`src/rtl/isr_ack_sequencer.sv`:
```
// Interrupt acknowledge sequencer: runs the two-pulse INTA handshake, maintains the
// in-service register under fully nested priority, and applies auto/specific/non-specific EOI.
module isr_ack_sequencer (
    input  logic       clk,
    input  logic       reset_n,
    input  logic [7:0] chosen_interrupt,
    input  logic       auto_eoi,
    input  logic [4:0] vector_base,
    input  logic       INTA_n,
    input  logic       eoi_valid,
    input  logic       eoi_specific,
    input  logic [2:0] eoi_level,
    output logic       INT,
    output logic [7:0] data_out,
    output logic       data_oe,
    output logic [7:0] ISR,
    output logic [7:0] clear_irr
);

    // state | meaning
    // IDLE  | no request outstanding, INTA edges ignored
    // REQ   | INT asserted, waiting for first INTA falling edge
    // ACK1  | first INTA pulse low, level latched
    // GAP   | between the two INTA pulses
    // ACK2  | second INTA pulse low, vector driven
    typedef enum logic [2:0] {
        IDLE = 3'd0,
        REQ  = 3'd1,
        ACK1 = 3'd2,
        GAP  = 3'd3,
        ACK2 = 3'd4
    } state_t;

    state_t     state, state_next;
    logic       inta_q;
    logic       inta_fall, inta_rise;
    logic [2:0] level, level_next;
    logic       spurious, spurious_next;
    logic       int_next;
    logic       oe_next;
    logic [7:0] dout_next;
    logic [7:0] clr_irr_next;
    logic [7:0] isr_set, isr_auto_clr, isr_eoi_clr, isr_next;
    logic       eligible;

    function automatic logic [2:0] lowest_idx(input logic [7:0] v);
        logic [2:0] idx;
        idx = 3'd0;
        for (int i = 7; i >= 0; i--) begin
            if (v[i]) idx = 3'(i);
        end
        return idx;
    endfunction

    assign inta_fall = inta_q & ~INTA_n;
    assign inta_rise = ~inta_q & INTA_n;
    assign eligible  = (chosen_interrupt != 8'd0) &&
                       ((ISR == 8'd0) || (lowest_idx(chosen_interrupt) < lowest_idx(ISR)));

    always_comb begin
        state_next    = state;
        level_next    = level;
        spurious_next = spurious;
        isr_set       = 8'd0;
        isr_auto_clr  = 8'd0;
        clr_irr_next  = 8'd0;
        oe_next       = 1'b0;
        dout_next     = 8'd0;
        case (state)
            IDLE: begin
                if (eligible) state_next = REQ;
            end
            REQ: begin
                if (inta_fall) begin
                    state_next = ACK1;
                    if (chosen_interrupt != 8'd0) begin
                        level_next    = lowest_idx(chosen_interrupt);
                        spurious_next = 1'b0;
                        isr_set       = 8'b1 << lowest_idx(chosen_interrupt);
                        clr_irr_next  = 8'b1 << lowest_idx(chosen_interrupt);
                    end else begin
                        level_next    = 3'd7;
                        spurious_next = 1'b1;
                    end
                end else if (chosen_interrupt == 8'd0) begin
                    state_next = IDLE;
                end
            end
            ACK1: begin
                if (inta_rise) state_next = GAP;
            end
            GAP: begin
                if (inta_fall) begin
                    state_next = ACK2;
                    oe_next    = 1'b1;
                    dout_next  = {vector_base, level};
                end
            end
            ACK2: begin
                if (inta_rise) begin
                    state_next = IDLE;
                    if (auto_eoi && !spurious) isr_auto_clr = 8'b1 << level;
                end else begin
                    oe_next   = 1'b1;
                    dout_next = {vector_base, level};
                end
            end
            default: state_next = IDLE;
        endcase
        int_next = (state_next == REQ);
    end

    always_comb begin
        isr_eoi_clr = 8'd0;
        if (eoi_valid) begin
            if (eoi_specific)    isr_eoi_clr = 8'b1 << eoi_level;
            else if (ISR != 8'd0) isr_eoi_clr = 8'b1 << lowest_idx(ISR);
        end
        // a set on the same bit as a clear wins
        isr_next = (ISR & ~(isr_eoi_clr | isr_auto_clr)) | isr_set;
    end

    always_ff @(posedge clk) begin
        if (!reset_n) begin
            state     <= IDLE;
            inta_q    <= 1'b1;
            level     <= 3'd0;
            spurious  <= 1'b0;
            INT       <= 1'b0;
            data_out  <= 8'd0;
            data_oe   <= 1'b0;
            ISR       <= 8'd0;
            clear_irr <= 8'd0;
        end else begin
            state     <= state_next;
            inta_q    <= INTA_n;
            level     <= level_next;
            spurious  <= spurious_next;
            INT       <= int_next;
            data_out  <= dout_next;
            data_oe   <= oe_next;
            ISR       <= isr_next;
            clear_irr <= clr_irr_next;
        end
    end

endmodule

```
`config.mk`:
```
export PLATFORM = sky130hd
export DESIGN_NAME = isr_ack_sequencer
export DESIGN_NICKNAME = d
export VERILOG_FILES = /design/src/rtl/isr_ack_sequencer.sv
export SDC_FILE = /design/constraint.sdc
export NUM_CORES = 1
export LEC_CHECK = 0
export BUFFER_PORTS_ARGS = -buffer_cell sky130_fd_sc_hd__buf_4
export CELL_PAD_IN_SITES_DETAIL_PLACEMENT = 1
export CELL_PAD_IN_SITES_GLOBAL_PLACEMENT = 2
export CORE_MARGIN = 2
export CORE_UTILIZATION = 29
export CTS_BUF_LIST = sky130_fd_sc_hd__clkbuf_4 sky130_fd_sc_hd__clkbuf_8 sky130_fd_sc_hd__clkbuf_16
export DETAILED_ROUTE_END_ITERATION = 7
export GPL_TIMING_DRIVEN = 1
export MAX_ROUTING_LAYER = met4
export PLACE_DENSITY_LB_ADDON = 0.1
export SLEW_MARGIN = 20
export SYNTH_ARGS = -nofsm -noshare
export SYNTH_HDL_FRONTEND = slang
export SYNTH_SLANG_ARGS = --single-unit
```
`constraint.sdc`:
```
create_clock -name clk -period 2.59 [get_ports clk]
set_clock_uncertainty 0.15 [all_clocks]
set_input_delay 0.1295 -clock clk [delete_from_list [all_inputs] [get_ports clk]]
set_output_delay 0.1295 -clock clk [all_outputs]
set_load 0.01 [all_outputs]
```
# After elaboration in Yosys (flattened, before gate mapping)
# Cells that the tools add are included.
# word_totals
reg_bits	34
input_bits	22
wordCells	83
# classes
mux	46
bitwise_logic	8
magnitude_cmp	1
n_reduce_logical	10
eq_ne	5
shift	4
# op_table
cell	n
$mux W8	11
$mux W3	29
$shl A1 B3 Y8 const A	4
$logic_not A8 Y1	2
$or A8 B8 Y8	2
$pmux W8 S2	1
$reduce_bool A8 Y1	2
$pmux W3 S5	1
$and A8 B8 Y8	1
$not A8 Y8	1
$eq A3 B1 Y1 const B	2
$eq A3 B2 Y1 const B	2
$eq A3 B3 Y1 const B	1
$logic_not A3 Y1	1
$lt A3 B3 Y1	1
$mux W1	3
$and A1 B1 Y1	2
$logic_and A1 B1 Y1	2
$not A1 Y1	2
$pmux W1 S2	1
$reduce_and A2 Y1	1
$logic_not A1 Y1	1
$logic_or A1 B1 Y1	1

# Longest topological paths before layout
# Gate-level depths: netlist of the first run.
# logic_depth
word_depth	19
depth_mapped	10

# Least setup slack after synthesis of the first run
# Ideal clock, no wire load.
# synth_path
kind	reg2reg
from	register ISR[0]
to	register INT
path_slack_ns	0.160
setup_time_ns	0.086
required_ns	2.354
synth_period_minus_slack_ns	2.430
t_arrival_ns	2.195
path_stages_with_launch	11
cell_sequence	dfxtp_1 > clkbuf_1 > nor4_1 > nor2b_1 > inv_1 > ha_1 > a21oi_1 > a21oi_1 > nor4b_1 > o21ai_1 > a211oi_1
# synth_via
elab_chain_cells	7
elab_cells_between_ends	8
cone_classes	1 x order compare; 1 x eq/ne; 3 x mux; 3 x reduce/logical
# synth_lines
element	line_no	source
start: declaration	16	output logic [7:0] ISR,
start signal: assignment	142	ISR <= isr_next;
$mux W3	50	if (v[i]) idx = 3'(i);
$lt A3 B3 Y1	58	((ISR == 8'd0) || (lowest_idx(chosen_interrupt) < lowest_idx(ISR)));
$logic_or A1 B1 Y1 *	58	
$logic_and A1 B1 Y1 *	57	assign eligible = (chosen_interrupt != 8'd0) &&
$mux W3 *	71	if (eligible) state_next = REQ;
$pmux W3 S5 *	69	case (state)
$eq A3 B1 Y1 *	110	int_next = (state_next == REQ);
end signal: assignment	139	INT <= int_next;
end: declaration	13	output logic INT,
# Every way passes the cells marked *; elsewhere a longest branch is shown, timed or not.
# A chain may end at the register's enable or synchronous reset.

# Final worst setup path of the first run
# layout_path
from	register ISR[2]
to	register INT
# layout_via
elab_chain_cells	9
elab_cells_between_ends	10
cone_classes	1 x order compare; 1 x eq/ne; 5 x mux; 3 x reduce/logical
# layout_lines
element	line_no
$mux W3 (3 in a row)	50
$lt A3 B3 Y1	58
$logic_or A1 B1 Y1 *	58
$logic_and A1 B1 Y1 *	57
$mux W3 *	71
$pmux W3 S5 *	69
$eq A3 B1 Y1 *	110
# Marked as above.

==> results of run 1 <==
[power by group through the flow]
stage	Clock [W]	Combinational (W)	Sequential [W]
final	0.000595	0.000161	0.000557
after global routing	0.000628	0.000178	0.000561
after CTS	0.000607	0.000161	0.000557
after detailed placement	0	0.000153	0.000569
after global placement	0	0.000151	0.000569
after floorplan	0	0.0000806	0.000568
[metrics by stage]
| step | hold slack, ns | setup slack, ns | power (W) | util (%) |
|---|---|---|---|---|
| after CTS | 0.00102 | 0.165 | 0.00132 | 41.4 |
| after detailed placement | 0.215 | 0.231 | 0.000722 | 37.8 |
| final | 0.00524 | 0.241 | 0.00131 | 41.5 |
| after global routing | 0.0174 | 0.0256 | 0.00137 | 41.5 |
| after floorplan | 0.0852 | 0.160 | 0.000648 | - |
| after global placement | 0.204 | 0.309 | 0.000720 | 37.8 |
[sequential cells by signal, summed over array words and instances, names as in the netlist]
signal / flops
level: 3
ISR: 8
state: 3
data_oe: 1
data_out: 8
spurious: 1
inta_q: 1
INT: 1
clear_irr: 8
[metal layers]
| metal | wire [um] | up-vias | track usage (%) |
|---|---|---|---|
| li1 | - | 806 | - |
| met1 | 2440 | 778 | 23.4 |
| met2 | 2250 | 40 | 27.2 |
| met3 | 204 | 7 | 3.91 |
| met4 | 83 | 0 | 5.61 |
| met5 | 0 | - | - |
[cell type report]
| class | instances | area share, % |
|---|---|---|
| Multi-Input combinational cell | 139 | 38.9 |
| Sequential cell | 34 | 30.1 |
| Timing Repair Buffer | 57 | 19.6 |
| Tap cell | 72 | 3.99 |
| Clock buffer | 5 | 3.05 |
| Clock inverter | 3 | 3.05 |
| Inverter | 8 | 1.33 |
[how the worst max path moves through the flow]
| stage | startpoint | cells past startpoint | slack [ns] | endpoint |
|---|---|---|---|---|
| after floorplan | ISR[0] | 10 | 0.16 | INT |
| after global placement | chosen_interrupt[5] | 9 | 0.31 | INT |
| after detailed placement | chosen_interrupt[5] | 9 | 0.23 | INT |
| after CTS | ISR[2] | 9 | 0.17 | INT |
| after global routing | ISR[2] | 9 | 0.03 | INT |
| final | ISR[2] | 9 | 0.24 | INT |
[layout by cell type, fill, tap and decap left out, types with 6 or more instances in the layout]
cell type,count
a21oi_1,6
and3_1,11
buf_4,51
dfxtp_1,34
dlygate4sd3_1,6
inv_1,8
nand2_1,14
nand2b_1,7
nand3_1,7
nor2_1,14
nor2b_1,7
nor3_1,6
o21ai_0,10
[critical path: stages, from the launching register on]
cell      delay [ns]
dfxtp_1         0.40
nor4_2          0.27
nor2b_1         0.22
inv_1           0.07
ha_1            0.31
a21oi_1         0.16
a21oi_1         0.08
nor4b_1         0.23
o21ai_1         0.14
a211oi_1        0.25
[cell families after synthesis]
logic type	share of synthesized area (%)
flip-flops	42.4
AND/OR/NAND/NOR	30.6
buffers and inverters	3.27
AO/OA/AOI/OAI	21.6
XOR/XNOR	0.546
adder cells (fa/ha/maj)	1.56
[what timing repair did]
action	in CTS	in global routing
hold buffers	6	0
endpoints found under the setup margin	0	1
resized for setup	0	1
hold endpoints to repair	6	0
==> impl_metrics.toml, run 1 <==
[status]
status = "finished clean"

[routing]
drt-initial-drc-count = 81
drc = 0
route.vias.total = 1631
firstDrtPassIters = 4
wl_per_cell_um = 15.6
viasPerCell = 5.13
ant_nets = 0
wirelength_um = 4970

[sta]
tightest_slew_ns = 0.668
hold_viol = 0
max_clock_freq_mhz = 426
setup_violations = 0
setup_tns_ns = 0
rsz0062_at_grt = "false"
layout_min_cycle_time_ns = 2.35
post-route-period-util_pct = 90.7
relSlewSlack_pct = 55.5
drv_slew = 0

[clocking]
root_buffer = "clkbuf_8"
numClockSinks = 34
path_clk_slew_ns = 0.08
clk_latency_ns = 0.29
cts_tree = "yes"
numCtsBuffers = 5
post-cts-setup-buffers = 0
cts_max_path_buffers = 2
htree_levels = 2

[cells_and_area]
drive_above_1_share_pct = 26.4
fin_nets = 269
synthToLayoutAreaGrowth_pct = 40.8
regArea_um2 = 681
stdcell_count = 318
fin_area_um2 = 2260
fillCellCount = 665
num_antenna_cells = 0
multi_input_area_um2 = 878

[yosys]
synth_cell_types = 46
syn_inst = 186
synthTopCellsByCount = "dfxtp_1 (34), nand2_1 (14), nor2_1 (14)"
yosysTopAreaCellShare_pct = 42.4
ys_dominant_reg_cell = "dfxtp_1"
synthTopCellsByArea = "dfxtp_1 (42%), and3_1 (4.3%), nand2_1 (3.3%), nor2_1 (3.3%), o21ai_0 (3.1%)"
ys_ff_latch = 34
yosysMostFrequentCell = "dfxtp_1"
ys_warn_count = 0
syn_area_um2 = 1610
synthesis.nets = 210
synth.largest_area_cell = "dfxtp_1"
ys_seq_area_share_pct = 42.4
avgSynthCellArea_um2 = 8.63
postSynth.asyncResetShare_pct = 0
synth_edf_count = 0

[worst_hold_path]
holdPathEnd = "inta_q"
hp-class = "in -> reg"
min_path_cells = 2
hold_path.startpoint = "reset_n"

[setup_path]
endpoint_kind = "flip-flop"
critPathKind = "reg -> reg"
worstPathMaxFanout = 8
worstPathRequired_ns = 2.65
critical_path_arrival_ns = 2.41
r2r-start = "ISR[2]"
r2r_setup_slack_ns = 0.24
cp-start-kind = "flip-flop"
r2r_cells = 9
r2r_end = "INT"

[power]
switching_share_pct = 23.6
p_seq_share_pct = 42.4
peakVddDrop_uv = 247
power_switching_w = 0.000310
p_int_w = 0.00100
p_leak_nw = 0.997
clock_power_share_pct = 45.3
p_comb_share_pct = 12.2
cellPowerDensity_nw_per_um2 = 581

[grt]
antenna_found_initial = 0
grt_pass1_vias = 1596
grt_max_degree = 27
grt_overflow = 0
grt_pass1_wl_um = 8300
grt_usage_pct = 17.8

[die]
rows = 27
die_y_um = 78.4
core_region_area_um2 = 5440
die_width_um = 78.4
die_area_um2 = 6150
initial_core_util_pct = 29.5
io_pins = 48

[placement]
placedCellCount = 304
place.gp.congestion = 0.828
portBuffers = 47
place_area_um2 = 2060
dp_hpwl_um = 3800

[run]
maxCapViolCount = 0
Power figures use the tool's default switching activity.
==> run 2, diff against run 1 <==
Settings changed: CELL_PAD_IN_SITES_DETAIL_PLACEMENT 1 to 0.
==> impl_metrics.toml, run 2 (synthesis gave the netlist of run 1 again) <==
[cells_and_area]
synthToLayoutAreaGrowth_pct = 41.0
drive_above_1_share_pct = 25.9
layout_commonest_cell = "buf_4"
stdcell_count = 319
fin_nets = 270
reg_top3 = "ISR x8, clear_irr x8, data_out x8"
num_antenna_cells = 0
final_cell_mix = "buf_4 (51), dfxtp_1 (34), nor2_1 (14), nand2_1 (14), and3_1 (11)"

[die]
io_pins = 48
die_area_um2 = 6150
core_region_area_um2 = 5440
die_width_um = 78.4
initial_core_util_pct = 29.5
rows = 27
die_y_um = 78.4

[sta]
post-route-period-util_pct = 90.2
setup_tns_ns = 0
hold_viol = 0
tightest_slew_ns = 0.642
max_clock_freq_mhz = 428
setup_violations = 0
rsz0062_at_grt = "false"
relSlewSlack_pct = 57.2
drv_slew = 0
layout_min_cycle_time_ns = 2.34

[clocking]
numClockSinks = 34
htree_levels = 2
cts_tree = "yes"
clk_latency_ns = 0.28
numCtsBuffers = 5
post-cts-setup-buffers = 0
cts_hold_buf = 7
path_clk_slew_ns = 0.08
root_buffer = "clkbuf_8"
cts_resized = 0
cts_max_path_buffers = 2

[routing]
drc = 0
ant_nets = 0
route.vias.total = 1579
firstDrtPassIters = 4
wl_per_cell_um = 14.4
viasPerCell = 4.95
wirelength_um = 4600
drt-initial-drc-count = 126

[worst_hold_path]
holdPathEnd = "level[2]"
hold_path.startpoint = "chosen_interrupt[3]"
hp-class = "in -> reg"
min_path_cells = 4

[grt]
grt_pass1_wl_um = 7650
grt_max_degree = 27
grt_pass1_vias = 1580
antenna_found_initial = 0
grt_overflow = 0
grt_usage_pct = 16.2

[power]
peakVddDrop_uv = 291
p_leak_nw = 0.999
cellPowerDensity_nw_per_um2 = 575

[placement]
portBuffers = 47
place.gp.congestion = 0.828
dp_hpwl_um = 3500
placedCellCount = 304

[setup_path]
crit_chain = "nor4_1 > nor2b_1 > inv_1 > ha_1 > a21oi_1 > a21oi_1 > nor4b_1 > o21ai_1 > a211oi_1"
r2r_end = "INT"
r2r_setup_slack_ns = 0.25
critPathKind = "reg -> reg"
worstPathRequired_ns = 2.64
critical_path_arrival_ns = 2.39
r2r_cells = 9
cp-start-kind = "flip-flop"
slowest_stage = "dfxtp_1"
worstPathMaxFanout = 8
critPathBufInv = 1
critPathTopFamily = "simple AND/OR/NAND/NOR gates"
crit_path_frequent_cell = "a21oi_1"
slowest_delay_ns = 0.38
r2r-start = "ISR[2]"
endpoint_kind = "flip-flop"

[run]
maxCapViolCount = 0

[status]
status = "finished clean"
==> run 2: changes by cell type in the layout (fill, tap and decap cells not counted), sizes merged <==
cell and change:
dlygate4sd3 +1
==> run 2: report_power, final <==
| group | switching (W) | leakage, nW | internal [W] | total [W] |
|---|---|---|---|---|
| sequential | 0.0000187 | 0.275 | 0.000539 | 0.000558 |
| combinational | 0.0000799 | 0.655 | 0.0000794 | 0.000159 |
| clock | 0.000200 | 0.0683 | 0.000386 | 0.000585 |
| total | 0.000299 | 0.999 | 0.00100 | 0.00130 |
==> run 2: per-layer routing <==
metal	up-vias	routed length [um]	global-route usage (%)
li1	806	-	-
met1	717	2250	21.7
met2	49	2010	24.0
met3	7	279	4.37
met4	0	63	4.56
met5	-	0	-
==> run 2: cell type report <==
cell class                 instances  area, um2
sequential                        34        681
clock buffer                       5       68.8
tap                               72       90.1
fill                             558       3180
inverter                           8       30.0
multi-input combinational        139        872
timing repair buffer              58        453
clock inverter                     3       68.8
==> run 2: worst min-delay path: stages <==
cell and delay (ns):
buf_4 0.10, nor4_1 0.06, nand2_1 0.06, a21boi_0 0.06
==> run 2: worst max path at each step <==
stage,startpoint,endpoint,slack [ns],cells after the start
final,ISR[2],INT,0.25,9
after global routing,ISR[2],INT,0.07,9
after CTS,ISR[4],INT,0.23,9
after detailed placement,chosen_interrupt[5],INT,0.26,9
after global placement,chosen_interrupt[5],INT,0.31,9
after floorplan,ISR[0],INT,0.16,10
==> run 2: metrics by stage <==
step,hold WS [ns],util (%),setup slack [ns],area [um2],power [W]
6_report,0.0172,41.6,0.254,2260,0.00130
5_1_grt,0.0221,41.6,0.0741,2260,0.00136
4_1_cts,0.0139,41.6,0.229,2260,0.00132
3_5_place_dp,0.212,37.8,0.264,2060,0.000720
3_3_place_gp,0.204,37.8,0.309,2060,0.000720
2_1_floorplan,0.0852,-,0.160,1610,0.000648
